$ cat config.mk
export PLATFORM = sky130hd
export DESIGN_NAME = ice40_serdes_deser_flat
export DESIGN_NICKNAME = d
export VERILOG_FILES = /design/src/rtl/ice40_serdes_deser_if.sv /design/src/rtl/ice40_serdes_deser.sv /design/src/flat_wrapper.sv
export SDC_FILE = /design/constraint.sdc
export NUM_CORES = 1
export LEC_CHECK = 0
export BUFFER_PORTS_ARGS = -buffer_cell sky130_fd_sc_hd__clkbuf_2
export CAP_MARGIN = 10
export CORE_MARGIN = 2
export CORE_UTILIZATION = 49
export DETAILED_ROUTE_END_ITERATION = 16
export PLACE_DENSITY = 0.74
export SLEW_MARGIN = 5
export SYNTH_ARGS = -nofsm -noshare
export SYNTH_HDL_FRONTEND = slang
export SYNTH_SLANG_ARGS = --single-unit
$ cat constraint.sdc
create_clock -name clk -period 1.55 [get_ports clk]
set_input_delay 0.3875 -clock clk [delete_from_list [all_inputs] [get_ports clk]]
set_output_delay 0.3875 -clock clk [all_outputs]
set_load 0.05 [all_outputs]
$ cat src/rtl/ice40_serdes_deser_if.sv
// ice40_serdes_deser_if
//
// Bundles the deserializer's stream-side and word-side signals.
//   in_bits   : captured bit group from the IO registers (IW bits)
//   in_ce     : in_bits is valid this cycle
//   slip      : single-cycle request to move the word boundary later by IW bits
//   slip_busy : a slip has been accepted and its first word is not yet out
//   out_data  : assembled word, held between strobes (OW bits)
//   out_stb   : one-cycle pulse whenever out_data is updated
//
// master drives the stream side, slave is the deserializer itself.
interface ice40_serdes_deser_if #(
    parameter int IW = 2,
    parameter int OW = 8
);
    logic [IW-1:0] in_bits;
    logic          in_ce;
    logic          slip;
    logic          slip_busy;
    logic [OW-1:0] out_data;
    logic          out_stb;

    modport master (
        output in_bits,
        output in_ce,
        output slip,
        input  slip_busy,
        input  out_data,
        input  out_stb
    );

    modport slave (
        input  in_bits,
        input  in_ce,
        input  slip,
        output slip_busy,
        output out_data,
        output out_stb
    );
endinterface

$ cat src/rtl/ice40_serdes_deser.sv
// ice40_serdes_deser
//
// Fabric deserializer placed behind the IO capture flops. Collects IW-bit
// groups (1 bit SDR or 2 bits DDR) into OW-bit words, with a clock enable
// for divided-rate streams, selectable bit order and a bit-slip for word
// alignment that moves the boundary later by one group.
//
// Ports:
//   clk : rising-edge clock for all logic
//   rst : synchronous active-high reset
//   bus : ice40_serdes_deser_if slave modport (in_bits, in_ce, slip in;
//         slip_busy, out_data, out_stb out)
//
// Parameters:
//   IW        : group width, 1 or 2
//   OW        : word width, a multiple of IW, 2..32
//   MSB_FIRST : 0 puts the first-received group in the word LSBs,
//               1 puts it in the MSBs
module ice40_serdes_deser #(
    parameter int IW        = 2,
    parameter int OW        = 8,
    parameter int MSB_FIRST = 0
) (
    input  logic                  clk,
    input  logic                  rst,
    ice40_serdes_deser_if.slave   bus
);

    localparam int N  = OW / IW;
    localparam int CW = (N > 1) ? $clog2(N) : 1;
    localparam logic [CW-1:0] LAST = CW'(N - 1);

    logic [OW-1:0] r_sr;
    logic [CW-1:0] r_cnt;
    logic          r_slipPend;
    logic          r_slipBusy;
    logic [OW-1:0] r_outData;
    logic          r_outStb;

    logic [OW-1:0] w_srNext;
    logic          w_slipAcc;
    logic          w_slipEff;
    logic          w_wordDone;

    // A slip raised while one is still outstanding is simply dropped.
    assign w_slipAcc  = bus.slip & ~r_slipBusy;
    // A slip (fresh or parked) only takes effect together with a valid group.
    assign w_slipEff  = bus.in_ce & (w_slipAcc | r_slipPend);
    assign w_wordDone = bus.in_ce & ~w_slipEff & (r_cnt == LAST);

    // Shift direction decides where the earliest group ends up; when the
    // word is a single group the new group simply replaces the register.
    generate
        if (OW == IW) begin : g_single
            assign w_srNext = bus.in_bits;
        end else if (MSB_FIRST != 0) begin : g_msb
            assign w_srNext = {r_sr[OW-IW-1:0], bus.in_bits};
        end else begin : g_lsb
            assign w_srNext = {bus.in_bits, r_sr[OW-1:IW]};
        end
    endgenerate

    // Datapath and group counter. A slipped group is still shifted in but
    // the counter does not advance, so the word takes one extra group.
    always_ff @(posedge clk) begin
        if (rst) begin
            r_sr       <= '0;
            r_cnt      <= '0;
            r_slipPend <= 1'b0;
            r_outData  <= '0;
            r_outStb   <= 1'b0;
        end else begin
            r_outStb <= 1'b0;
            if (bus.in_ce) begin
                r_sr <= w_srNext;
                if (w_slipEff) begin
                    r_slipPend <= 1'b0;
                end else if (r_cnt == LAST) begin
                    r_outData <= w_srNext;
                    r_outStb  <= 1'b1;
                    r_cnt     <= '0;
                end else begin
                    r_cnt <= r_cnt + 1'b1;
                end
            end else if (w_slipAcc) begin
                r_slipPend <= 1'b1;
            end
        end
    end

    // Busy flag covers the whole realignment: set on acceptance, cleared as
    // the first word after the slip is strobed. Acceptance wins a tie.
    always_ff @(posedge clk) begin
        if (rst) begin
            r_slipBusy <= 1'b0;
        end else if (w_slipAcc) begin
            r_slipBusy <= 1'b1;
        end else if (w_wordDone) begin
            r_slipBusy <= 1'b0;
        end
    end

    assign bus.slip_busy = r_slipBusy;
    assign bus.out_data  = r_outData;
    assign bus.out_stb   = r_outStb;

endmodule

$ cat src/flat_wrapper.sv
// flat-port wrapper written by rule: the top's interface ports become plain ports
module ice40_serdes_deser_flat 
#(
    parameter int IW        = 2,
    parameter int OW        = 8,
    parameter int MSB_FIRST = 0
)
  (clk, rst, bus_in_bits, bus_in_ce, bus_slip, bus_slip_busy, bus_out_data, bus_out_stb);
  ice40_serdes_deser_if #(.IW(IW), .OW(OW)) bus_i ();
  input  logic clk;
  input  logic rst;
  input wire logic [$bits(bus_i.in_bits)-1:0] bus_in_bits;
  input wire logic [$bits(bus_i.in_ce)-1:0] bus_in_ce;
  input wire logic [$bits(bus_i.slip)-1:0] bus_slip;
  output wire logic [$bits(bus_i.slip_busy)-1:0] bus_slip_busy;
  output wire logic [$bits(bus_i.out_data)-1:0] bus_out_data;
  output wire logic [$bits(bus_i.out_stb)-1:0] bus_out_stb;
  assign bus_i.in_bits = bus_in_bits;
  assign bus_i.in_ce = bus_in_ce;
  assign bus_i.slip = bus_slip;
  assign bus_slip_busy = bus_i.slip_busy;
  assign bus_out_data = bus_i.out_data;
  assign bus_out_stb = bus_i.out_stb;
  ice40_serdes_deser #(.IW(IW), .OW(OW), .MSB_FIRST(MSB_FIRST)) u_core (.clk(clk), .rst(rst), .bus(bus_i));
endmodule
==> summary.txt, run 1 <==
Pwr
  – Leakage power: 0.365 nW
  – Combinational share of power: 9.1%
  – PD cells: slightly above 1000 nW/um^2
  – Switching Share: between 20% and 30%
  – Psw: between 200 and 250 uW
  – Sequential Power Share: 61.4%
  – P_int: roughly 630 uW
  – VDD IR max: about 0.00063 V
  – Clock power frac: between 20% and 30%

Place
  – Number of port buffers: 15
  – DP HPWL: approximately 840 um
  – GP Congestion: 0.721
  – Placed Area: 792 um^2

Global routing
  – GR Overflow Total: 0
  – First-pass GRT wire length: between 1.5 and 2 mm
  – Total GRT Usage: 14.7%
  – Initial antenna violation count: 0
  – Vias in the first global route: 436
  – Largest net degree at the start of global routing: 12

STA
  – Fin. Hold Viols: 0
  – Fmax: around 720 MHz
  – Crit path time final: around 1.4 ns
  – Worst Clk Skew: between 0.0015 and 0.002 ns
  – Max-slew headroom: between 60 and 70%
  – RSZ-0062 raised after global routing: no
  – Setup violators final: 0
  – Crit share post-route: 89.6%
  – Max Slew Vio Count: 0
  – Worst slew pin tran: between 0.5 and 0.6 ns
  – Setup_tns: 0 ns

Floorplan
  – Io pins: 16
  – Die span in y: about 42 um
  – # rows: 13
  – Initial Utilization: 53.0%
  – Die X: 41.7 um
  – Die ar.: approximately 1700 um^2
  – Core area: about 1300 um^2

Clocking
  – CTS resizes: 0
  – Worst-path clk slew: around 0.11 ns
  – Hold-fix buffers, CTS: 0
  – CTS tree: built
  – # clock sinks: 19
  – H-Tree Depth: 1
  – Skew-Pair Late Insertion Delay: ~0.29 ns
  – Clock Tree Buf Depth: 2
  – Clock buffer count from CTS: 3
  – Root buffer cell: clkbuf_4
  – Setup repair bufs after CTS: 0

Detailed routing
  – Routed Antenna Nets: 0
  – Initial drt markers: 12
  – WL final: 1.20 mm
  – Drt wl/cell: 13.1 um
  – Routed vias: between 400 and 500
  – DR vias/cell: approximately 5.4
  – First-pass DRT Iterations: 4
  – Drc violations: 0

Final layout
  – Most frequent cells in the layout: 19 x dfxtp_1, 15 x clkbuf_2, 8 x nor2_1, 8 x a22o_1, 6 x mux2i_1
  – Most common cell after layout, fill and taps aside: dfxtp_1
  – Proportion of layout cells with a drive suffix above 1: about a third
  – Finished Cell Area: roughly 800 um^2
  – Diode count: 0
  – Nets: 85
  – FILL cells: 111
  – Area grow syn2layout: 17.4%

Worst setup path
  – CP arrival: 1.00 ns
  – FF-to-FF Start: u_core.r_cnt[0]
  – FF-to-FF End: u_core.bus.out_data[5]
  – CP bufs+invs: 1
  – Kind of cell adding the most delay to the critical path: flip-flops
  – R2r setup slk: around 0.17 ns
  – Crit-path slowest cell: dfxtp_1
  – Setup crit end: bus_slip_busy
  – Crit path depth: 1
  – Crit Path Class: reg -> out
  – Max stage delay on crit path: a little over 0.4 ns
  – Cell Chain, Critical Path: clkbuf_2
  – Required @ worst endpoint: around 1.2 ns
  – Reg2reg path depth: 3
  – CP max FO: 5
  – CP startpoint: u_core.bus.slip_busy
  – CP endpoint kind: primary output
  – Critical Path Source Type: flop

Job
  – Max cap viols: 0

Synth
  – Post-Syn Area: between 600 and 700 um^2
  – Synth Area per Inst: 12.0 um^2
  – Post-synth top area cell: dfxtp_1
  – Share of the synthesized area in the top cell type: between 50% and 60%
  – #FFs+latches synth: 19
  – Seq/Total Area, Yosys: between 50% and 60%
  – Yosys warns: 0
  – Mapped Nets: 65
  – Ranking of synthesized cells by area: dfxtp_1 54%, a22o_1 10%, mux2i_1 8.6%
  – Mapped Cells: between 50 and 60
  – Netlist cell types: 20

Hold path
  – Worst Hold Launch: bus_in_bits[1]
  – Tightest Hold Check Type: in -> reg

Run status
  – Status: finished, final reports clean
[logic make-up after synthesis]
group,Yosys count,synth area share (%)
AND/OR/NAND/NOR,16,15.4
adder cells (fa/ha/maj),1,1.79
buffers and inverters,2,2.15
flip-flops,19,54.5
AO/OA/AOI/OAI,14,17.6
multiplexers,6,8.60
[worst reg2reg max path, delay by kind of cell, from the launching register on]
family | cells | cell delay (ns)
simple gates | 1 | 0.48
compound gates | 1 | 0.23
flops | 1 | 0.37
fa+ha+maj | 1 | 0.26
[routing by layer]
layer  GRT usage [%]  part of all wire, %
met5               0                    0
met4            9.68                  1.2
met3            2.61                  4.6
met2            23.1                   46
met1            18.3                   48
[per-stage QoR]
step | hold WS, ns | total power [mW] | instances | worst slack [ns] | util, %
CTS | 0.313 | 0.839 | 92 | 0.139 | 62.2
floorplan | 0.449 | 0.575 | 58 | 0.00180 | -
global route | 0.318 | 0.863 | 92 | 0.0442 | 62.2
finish | 0.322 | 0.831 | 92 | 0.162 | 62.2
detailed placement | 0.460 | 0.596 | 88 | 0.0627 | 60.1
global placement | 0.458 | 0.595 | 88 | 0.0878 | 60.1
[how the worst min path moves through the flow]
stage	end	slack, ns	depth (start not counted)
floorplan	u_core.bus.out_data[0]	0.45	1
global placement	u_core.bus.out_data[6]	0.46	1
detailed placement	u_core.bus.out_data[3]	0.46	1
CTS	u_core.bus.out_data[7]	0.31	2
global route	u_core.bus.out_data[6]	0.32	2
finish	u_core.bus.out_data[7]	0.32	2
[area by class of cell]
type	count	area, um^2	share of cell area (%)
sequential	19	380	46.4
tap	15	18.8	2.29
multi-input combinational	37	303	36.9
clock inverter	1	5.00	0.611
clock buffer	3	22.5	2.75
timing repair buffer	17	90.1	11.0
[power groups by stage]
stage                     clock [mW]  combinational [mW]  sequential (mW)
after floorplan                    0              0.0494            0.526
after global placement             0              0.0742            0.520
after detailed placement           0              0.0749            0.521
after CTS                      0.254              0.0756            0.510
after global routing           0.270              0.0815            0.512
final                          0.245              0.0755            0.510
[registers in the layout (all words and copies together) (netlist names)]
register,flops
u_core.bus.out_data,8
u_core.r_sr,6
u_core.r_cnt,2
u_core.bus.out_stb,1
u_core.bus.slip_busy,1
u_core.r_slipPend,1
[Yosys cell counts]
library cell and count:
a31oi_4 1, a22o_1 8, a21boi_1 1, nor2b_1 1, buf_6 1, nor2_1 8, nand3_1 1, dfxtp_1 19
a21oi_1 1, nor3_1 1, or3_2 1, nor4b_4 1, ha_1 1, a311oi_1 1, and2b_2 1, buf_1 1
nand2b_4 1, mux2i_1 6, o21ai_0 2, or2b_1 1
(Power assumes the default switching activity.)
==> inputs of run 2 (changes only) <==
--- a/config.mk
+++ b/config.mk
@@ -10,7 +10,7 @@
 export CORE_MARGIN = 2
 export CORE_UTILIZATION = 49
 export DETAILED_ROUTE_END_ITERATION = 16
-export PLACE_DENSITY = 0.74
+export PLACE_DENSITY = 0.86
 export SLEW_MARGIN = 5
 export SYNTH_ARGS = -nofsm -noshare
 export SYNTH_HDL_FRONTEND = slang
==> constraint.sdc (replaced) <==
create_clock -name clk -period 1.4 [get_ports clk]
set_input_delay 0.14 -clock clk [delete_from_list [all_inputs] [get_ports clk]]
set_output_delay 0.14 -clock clk [all_outputs]
set_load 0.05 [all_outputs]
==> run 2 against run 1 <==
Net effect: final cell count increased by 2.2%; sequential power grew 11%; highest routed layer unchanged; cell area grew 1.8%; critical path type is now reg -> reg; sequential share of layout area down 0.69 points; clock-buffer cell count up 1; routed wire length is 4.8% higher; combinational power rose by 15%; non-clock buffer count rose by 2.
==> summary.txt, run 2 (synthesis results as in run 1) <==
Floorplan
  – Die span in y: 41.7 um (unchanged)
  – Die X: 41.7 um (unchanged)
  – Io pins: 16 (unchanged)
  – # rows: 13 (unchanged)
  – Die ar.: 1740 um^2 (unchanged)
  – Initial Utilization: 53.0% (unchanged)
  – Core area: 1320 um^2 (unchanged)

Final layout
  – Nets: 87 (+2.4%)
  – Diode count: 0 (unchanged)
  – Most common cell after layout, fill and taps aside: dfxtp_1
  – Max reg flops: 8 (unchanged)
  – Most frequent cells in the layout: 18 x dfxtp_1, 15 x clkbuf_2, 8 x nor2_1, 8 x a22o_1, 6 x mux2i_1
  – Proportion of layout cells with a drive suffix above 1: 35.4% (+1.7 points)
  – Area grow syn2layout: 19.5%
  – Fin util: 63.3% (+1.1 points)

Pwr
  – PD cells: 1090 nW/um^2 (+7.7%)
  – Leakage power: 0.373 nW (+2.2%)
  – VDD IR max: 0.00100 V (+59%)

Clocking
  – Worst-path clk slew: 0.10 ns (about the same)
  – Clock buffer count from CTS: 3 (unchanged)
  – Hold-fix buffers, CTS: 0 (unchanged)
  – CTS tree: built
  – Setup repair bufs after CTS: 0 (unchanged)
  – Root buffer cell: clkbuf_4
  – Skew-Pair Late Insertion Delay: 0.29 ns (about the same)
  – # clock sinks: 19 (unchanged)
  – Clock Tree Buf Depth: 2 (unchanged)
  – H-Tree Depth: 1 (unchanged)
  – CTS resizes: 0 (unchanged)

Global routing
  – Vias in the first global route: 469 (+7.6%)
  – Total GRT Usage: 16.5% (+1.8 points)
  – First-pass GRT wire length: 2.17 mm (+13%)
  – Largest net degree at the start of global routing: 11 (-1)
  – Initial antenna violation count: 0 (unchanged)
  – GR Overflow Total: 0 (unchanged)

STA
  – Fin. Hold Viols: 0 (unchanged)
  – Worst Clk Skew: 0.00621 ns (+0.00470 ns)
  – Crit share post-route: 91.9%
  – Crit path time final: approximately 1.3 ns
  – Worst slew pin tran: 0.291 ns (-0.214 ns)
  – RSZ-0062 raised after global routing: no
  – Setup violators final: 0 (unchanged)
  – Setup_tns: 0 ns (unchanged)
  – Setup WS post-layout: 0.114 ns (-0.0478 ns)
  – Fmax: approximately 800 MHz
  – Max-slew headroom: 80.5% (+14 points)
  – Max Slew Vio Count: 0 (unchanged)

Detailed routing
  – M1 WL: 582 um (+0.69%)
  – Metal3 WL: 78 um (+42%)
  – Initial drt markers: 11 (-1)
  – WL final: 1.26 mm (+4.8%)
  – Met2 wire len: 588 um (+6.1%)
  – DR vias/cell: 5.40 (+0.24%)
  – Drt wl/cell: 13.4 um (+2.6%)
  – Drc violations: 0 (unchanged)
  – Routed vias: 508 (+2.4%)
  – First-pass DRT Iterations: 4 (unchanged)
  – Uppermost layer routed: met4
  – Routed Antenna Nets: 0 (unchanged)

Worst setup path
  – CP max FO: 9 (+4)
  – Kind of cell adding the most delay to the critical path: flip-flops
  – Required @ worst endpoint: 1.58 ns (+0.42 ns)
  – Critical Path Source Type: flop
  – CP endpoint kind: flop
  – Crit Path Class: reg -> reg
  – Cell Chain, Critical Path: ha_1, nor4b_4, buf_4, a22o_1
  – CP arrival: 1.47 ns (+0.47 ns)
  – CP bufs+invs: 1 (unchanged)
  – Crit-path slowest cell: dfxtp_1
  – Max stage delay on crit path: 0.34 ns (-0.07 ns)

Place
  – GP Congestion: 0.746 (+3.4%)
  – Number of port buffers: 15 (unchanged)
  – Setup WS pre-CTS: 0.139 ns (+0.0759 ns)
  – DP HPWL: 929 um (+11%)

Job
  – Max cap viols: 0 (unchanged)

Run status
  – Status: finished, final reports clean

Hold path
  – Tightest Hold Check Type: in -> reg
run 2: changes by cell type in the layout (fill, tap and decap cells not counted), sizes merged:
cell / change
buf: +2
clkinv: -1
clkbuf: +1
run 2: final timing paths:
path | start | end | slack, ns | cells after the start
setup reg to reg | u_core.r_cnt[0] | u_core.bus.out_data[4] | 0.11 | 4
setup / recovery | u_core.r_cnt[0] | u_core.bus.out_data[4] | 0.11 | 4
hold reg to reg | u_core.bus.out_data[6] | u_core.bus.out_data[6] | 0.48 | 1
hold / removal | bus_in_bits[1] | u_core.bus.out_data[7] | 0.09 | 2
run 2: where the power goes:
group | internal [mW] | leakage [nW] | total (mW) | switching, mW
clock | 0.111 | 0.0150 | 0.259 | 0.148
combinational | 0.0372 | 0.203 | 0.0869 | 0.0498
sequential | 0.554 | 0.155 | 0.565 | 0.0107
run 2: final cells by class:
| cell class | count | area, um^2 |
|---|---|---|
| repair buffers | 19 | 105 |
| well taps | 15 | 18.8 |
| clock buffers | 4 | 26.3 |
| flip-flops and latches | 19 | 382 |
| fillers | 115 | 483 |
| multi-input cells | 37 | 303 |
run 2: per-stage QoR:
stage | power (mW) | cell area, um^2 | hold WS [ns] | cells
2_1_floorplan | 0.638 | 699 | 0.240 | 58
3_5_place_dp | 0.664 | 808 | 0.385 | 90
3_3_place_gp | 0.661 | 808 | 0.387 | 90
6_report | 0.911 | 835 | 0.0858 | 94
5_1_grt | 0.955 | 835 | 0.0761 | 94
4_1_cts | 0.921 | 835 | 0.0764 | 94
run 2: routing by layer:
layer  up-vias  GRT usage, %
met5         -             0
met4         0          3.87
met3         2          6.52
met2        15          25.9
met1       237          21.3
li1        254             -
run 2: worst reg2reg max path, cell delays in order, from the launching register on:
cell and delay [ns]:
dfxtp_1 0.34, ha_1 0.27, nor4b_4 0.15, buf_4 0.18
a22o_1 0.24
==> inputs of run 3 (changes only) <==
--- a/config.mk
+++ b/config.mk
@@ -11,6 +11,7 @@
 export CORE_UTILIZATION = 49
 export DETAILED_ROUTE_END_ITERATION = 16
 export PLACE_DENSITY = 0.86
+export REMOVE_ABC_BUFFERS = 1
 export SLEW_MARGIN = 5
 export SYNTH_ARGS = -nofsm -noshare
 export SYNTH_HDL_FRONTEND = slang
==> run 3 against run 2 <==
Net effect: first-iteration DRC count rose by 18%; critical path depth did not move; clock power rose by 4%; flip-flop and latch count did not move; global-route usage fell by 0.54 points; utilization fell by 0.57 points; non-clock buffer count fell by 1; sequential share of layout area rose by 0.26 points; final cell count fell by 1.1%; cell area fell by 0.90%; sequential power barely moved; largest cell class unchanged.
==> summary.txt, run 3 (synthesis results as in run 1) <==
Floorplan
  – Initial Utilization: 53.0% (unchanged)
  – Io pins: 16 (unchanged)
  – Die X: 41.7 um (unchanged)
  – Die ar.: 1740 um^2 (unchanged)
  – Die span in y: 41.7 um (unchanged)
  – # rows: 13 (unchanged)
  – Core area: 1320 um^2 (unchanged)

STA
  – Fin. Hold Viols: 0 (unchanged)
  – Min Hold Slack: 0.0786 ns (-0.00711 ns)
  – Max-slew headroom: 74.2% (-6.3 points)
  – Crit share post-route: 91.6% (-0.25 points)
  – Worst Clk Skew: 0.00182 ns (-0.00439 ns)
  – Crit path time final: 1.28 ns (-0.00343 ns)
  – RSZ-0062 raised after global routing: no
  – Setup violators final: 0 (unchanged)
  – Fmax: 780 MHz (+0.27%)
  – Max Slew Vio Count: 0 (unchanged)
  – Worst slew pin tran: 0.385 ns (+0.0941 ns)

Worst setup path
  – CP endpoint kind: flop
  – Crit Path Class: reg -> reg
  – CP arrival: 1.48 ns (about the same)
  – Max stage delay on crit path: 0.35 ns (about the same)
  – CP max FO: 9 (unchanged)
  – Required @ worst endpoint: 1.59 ns (about the same)
  – Critical Path Source Type: flop
  – Cell Chain, Critical Path: nor2b_1, nor4b_4, buf_4, a22o_1
  – Crit-path slowest cell: dfxtp_1

Detailed routing
  – Routed Antenna Nets: 0 (unchanged)
  – Initial drt markers: 13 (+2)
  – Drc violations: 0 (unchanged)
  – Routed vias: 508 (unchanged)
  – DR vias/cell: 5.46 (+1.1%)
  – WL final: 1.21 mm (-3.7%)
  – First-pass DRT Iterations: 4 (unchanged)
  – Drt wl/cell: 13.0 um (-2.6%)

Global routing
  – Total GRT Usage: 16.0% (-0.54 points)
  – Vias in the first global route: 500 (+6.6%)
  – GR Overflow Total: 0 (unchanged)
  – Initial antenna violation count: 0 (unchanged)
  – Largest net degree at the start of global routing: 12 (+1)
  – First-pass GRT wire length: 2.10 mm (-3.2%)

Pwr
  – Psw: 221 uW (+6.2%)
  – Sequential Power Share: 61.6% (-0.5 points)
  – Switching Share: 24.1% (+1.3 points)
  – Clock power frac: 29.3% (+0.9 points)
  – P_int: 695 uW (-1.0%)
  – Combinational share of power: 9.2% (-0.3 points)
  – PD cells: 1110 nW/um^2 (+1.6%)
  – Leakage power: 0.370 nW (-0.66%)
  – VDD IR max: 0.000655 V (-35%)

Clocking
  – # clock sinks: 19 (unchanged)
  – Skew-Pair Late Insertion Delay: 0.29 ns (about the same)
  – H-Tree Depth: 1 (unchanged)
  – Hold-fix buffers, CTS: 0 (unchanged)
  – Root buffer cell: clkbuf_4
  – CTS resizes: 0 (unchanged)
  – Worst-path clk slew: 0.10 ns (about the same)
  – Clock buffer count from CTS: 3 (unchanged)
  – Setup repair bufs after CTS: 0 (unchanged)
  – CTS tree: built
  – Clock Tree Buf Depth: 2 (unchanged)

Final layout
  – Proportion of layout cells with a drive suffix above 1: 34.6% (-0.83 points)
  – Max reg flops: 8 (unchanged)
  – Nets: 86 (-1.1%)
  – Register area: 380 um^2 (-0.33%)
  – Area grow syn2layout: 18.5%
  – Multi-input logic area: 303 um^2 (unchanged)
  – FILL cells: 120 (+4.3%)
  – Most common cell after layout, fill and taps aside: dfxtp_1
  – Most frequent cells in the layout: 19 x dfxtp_1, 15 x clkbuf_2, 8 x nor2_1, 8 x a22o_1, 6 x mux2i_1
  – Diode count: 0 (unchanged)
  – Finished Cell Area: 827 um^2 (-0.90%)

Place
  – DP HPWL: 931 um (+0.18%)
  – GP Congestion: 0.692 (-7.1%)
  – Number of port buffers: 15 (unchanged)
  – Placed Area: 800 um^2 (-1.1%)

Hold path
  – Tightest Hold Check Type: in -> reg

Run status
  – Status: finished, final reports clean

Job
  – Max cap viols: 0 (unchanged)
[run 3: through the flow]
| step | std cells | setup WS (ns) | power, mW | TNS (ns) | util [%] |
|---|---|---|---|---|---|
| after floorplan | 56 | -0.148 | 0.626 | -1.34 | - |
| final | 93 | 0.117 | 0.917 | 0 | 62.8 |
| after CTS | 93 | 0.111 | 0.935 | 0 | 62.8 |
| after detailed placement | 89 | 0.122 | 0.660 | 0 | 60.7 |
| after global placement | 89 | 0.155 | 0.657 | 0 | 60.7 |
| after global routing | 93 | 0.0604 | 0.964 | 0 | 62.8 |
[run 3: final timing paths]
| path | startpoint | to | slack (ns) | cells past startpoint |
|---|---|---|---|---|
| min | bus_in_bits[1] | u_core.bus.out_data[7] | 0.08 | 2 |
| max | u_core.bus.slip_busy | u_core.bus.out_data[1] | 0.12 | 4 |
| max reg2reg | u_core.bus.slip_busy | u_core.bus.out_data[1] | 0.12 | 4 |
| min reg2reg | u_core.bus.out_data[3] | u_core.bus.out_data[3] | 0.48 | 1 |
[run 3: final cells by class]
type | instances | share of cell area [%]
tap | 15 | 2.27
clock inverter | 1 | 0.605
clock buffer | 3 | 2.72
multi-input combinational | 37 | 36.6
timing repair buffer | 18 | 11.8
sequential | 19 | 46.0
[run 3: power by group through the flow]
stage	Clock, mW	Sequential (mW)	Combinational (mW)
3_3_place_gp	0	0.576	0.0814
4_1_cts	0.286	0.564	0.0846
6_report	0.269	0.564	0.0839
3_5_place_dp	0	0.577	0.0837
2_1_floorplan	0	0.582	0.0434
5_1_grt	0.305	0.567	0.0924
[run 3: worst max-delay path, delay by kind of cell (launching register included)]
| family | cells | cell delay [ns] |
|---|---|---|
| buffers and inverters | 1 | 0.18 |
| and+or+nand+nor | 2 | 0.41 |
| DFF | 1 | 0.35 |
| AOI/OAI and AO/OA | 1 | 0.23 |
[run 3: per-layer routing]
| layer | vias to the layer above | track usage [%] | share of wire [%] |
|---|---|---|---|
| li1 | 252 | - | - |
| met1 | 238 | 19.1 | 47 |
| met2 | 14 | 25.3 | 46 |
| met3 | 4 | 4.35 | 5.1 |
| met4 | 0 | 9.68 | 2.1 |
| met5 | - | 0 | 0 |
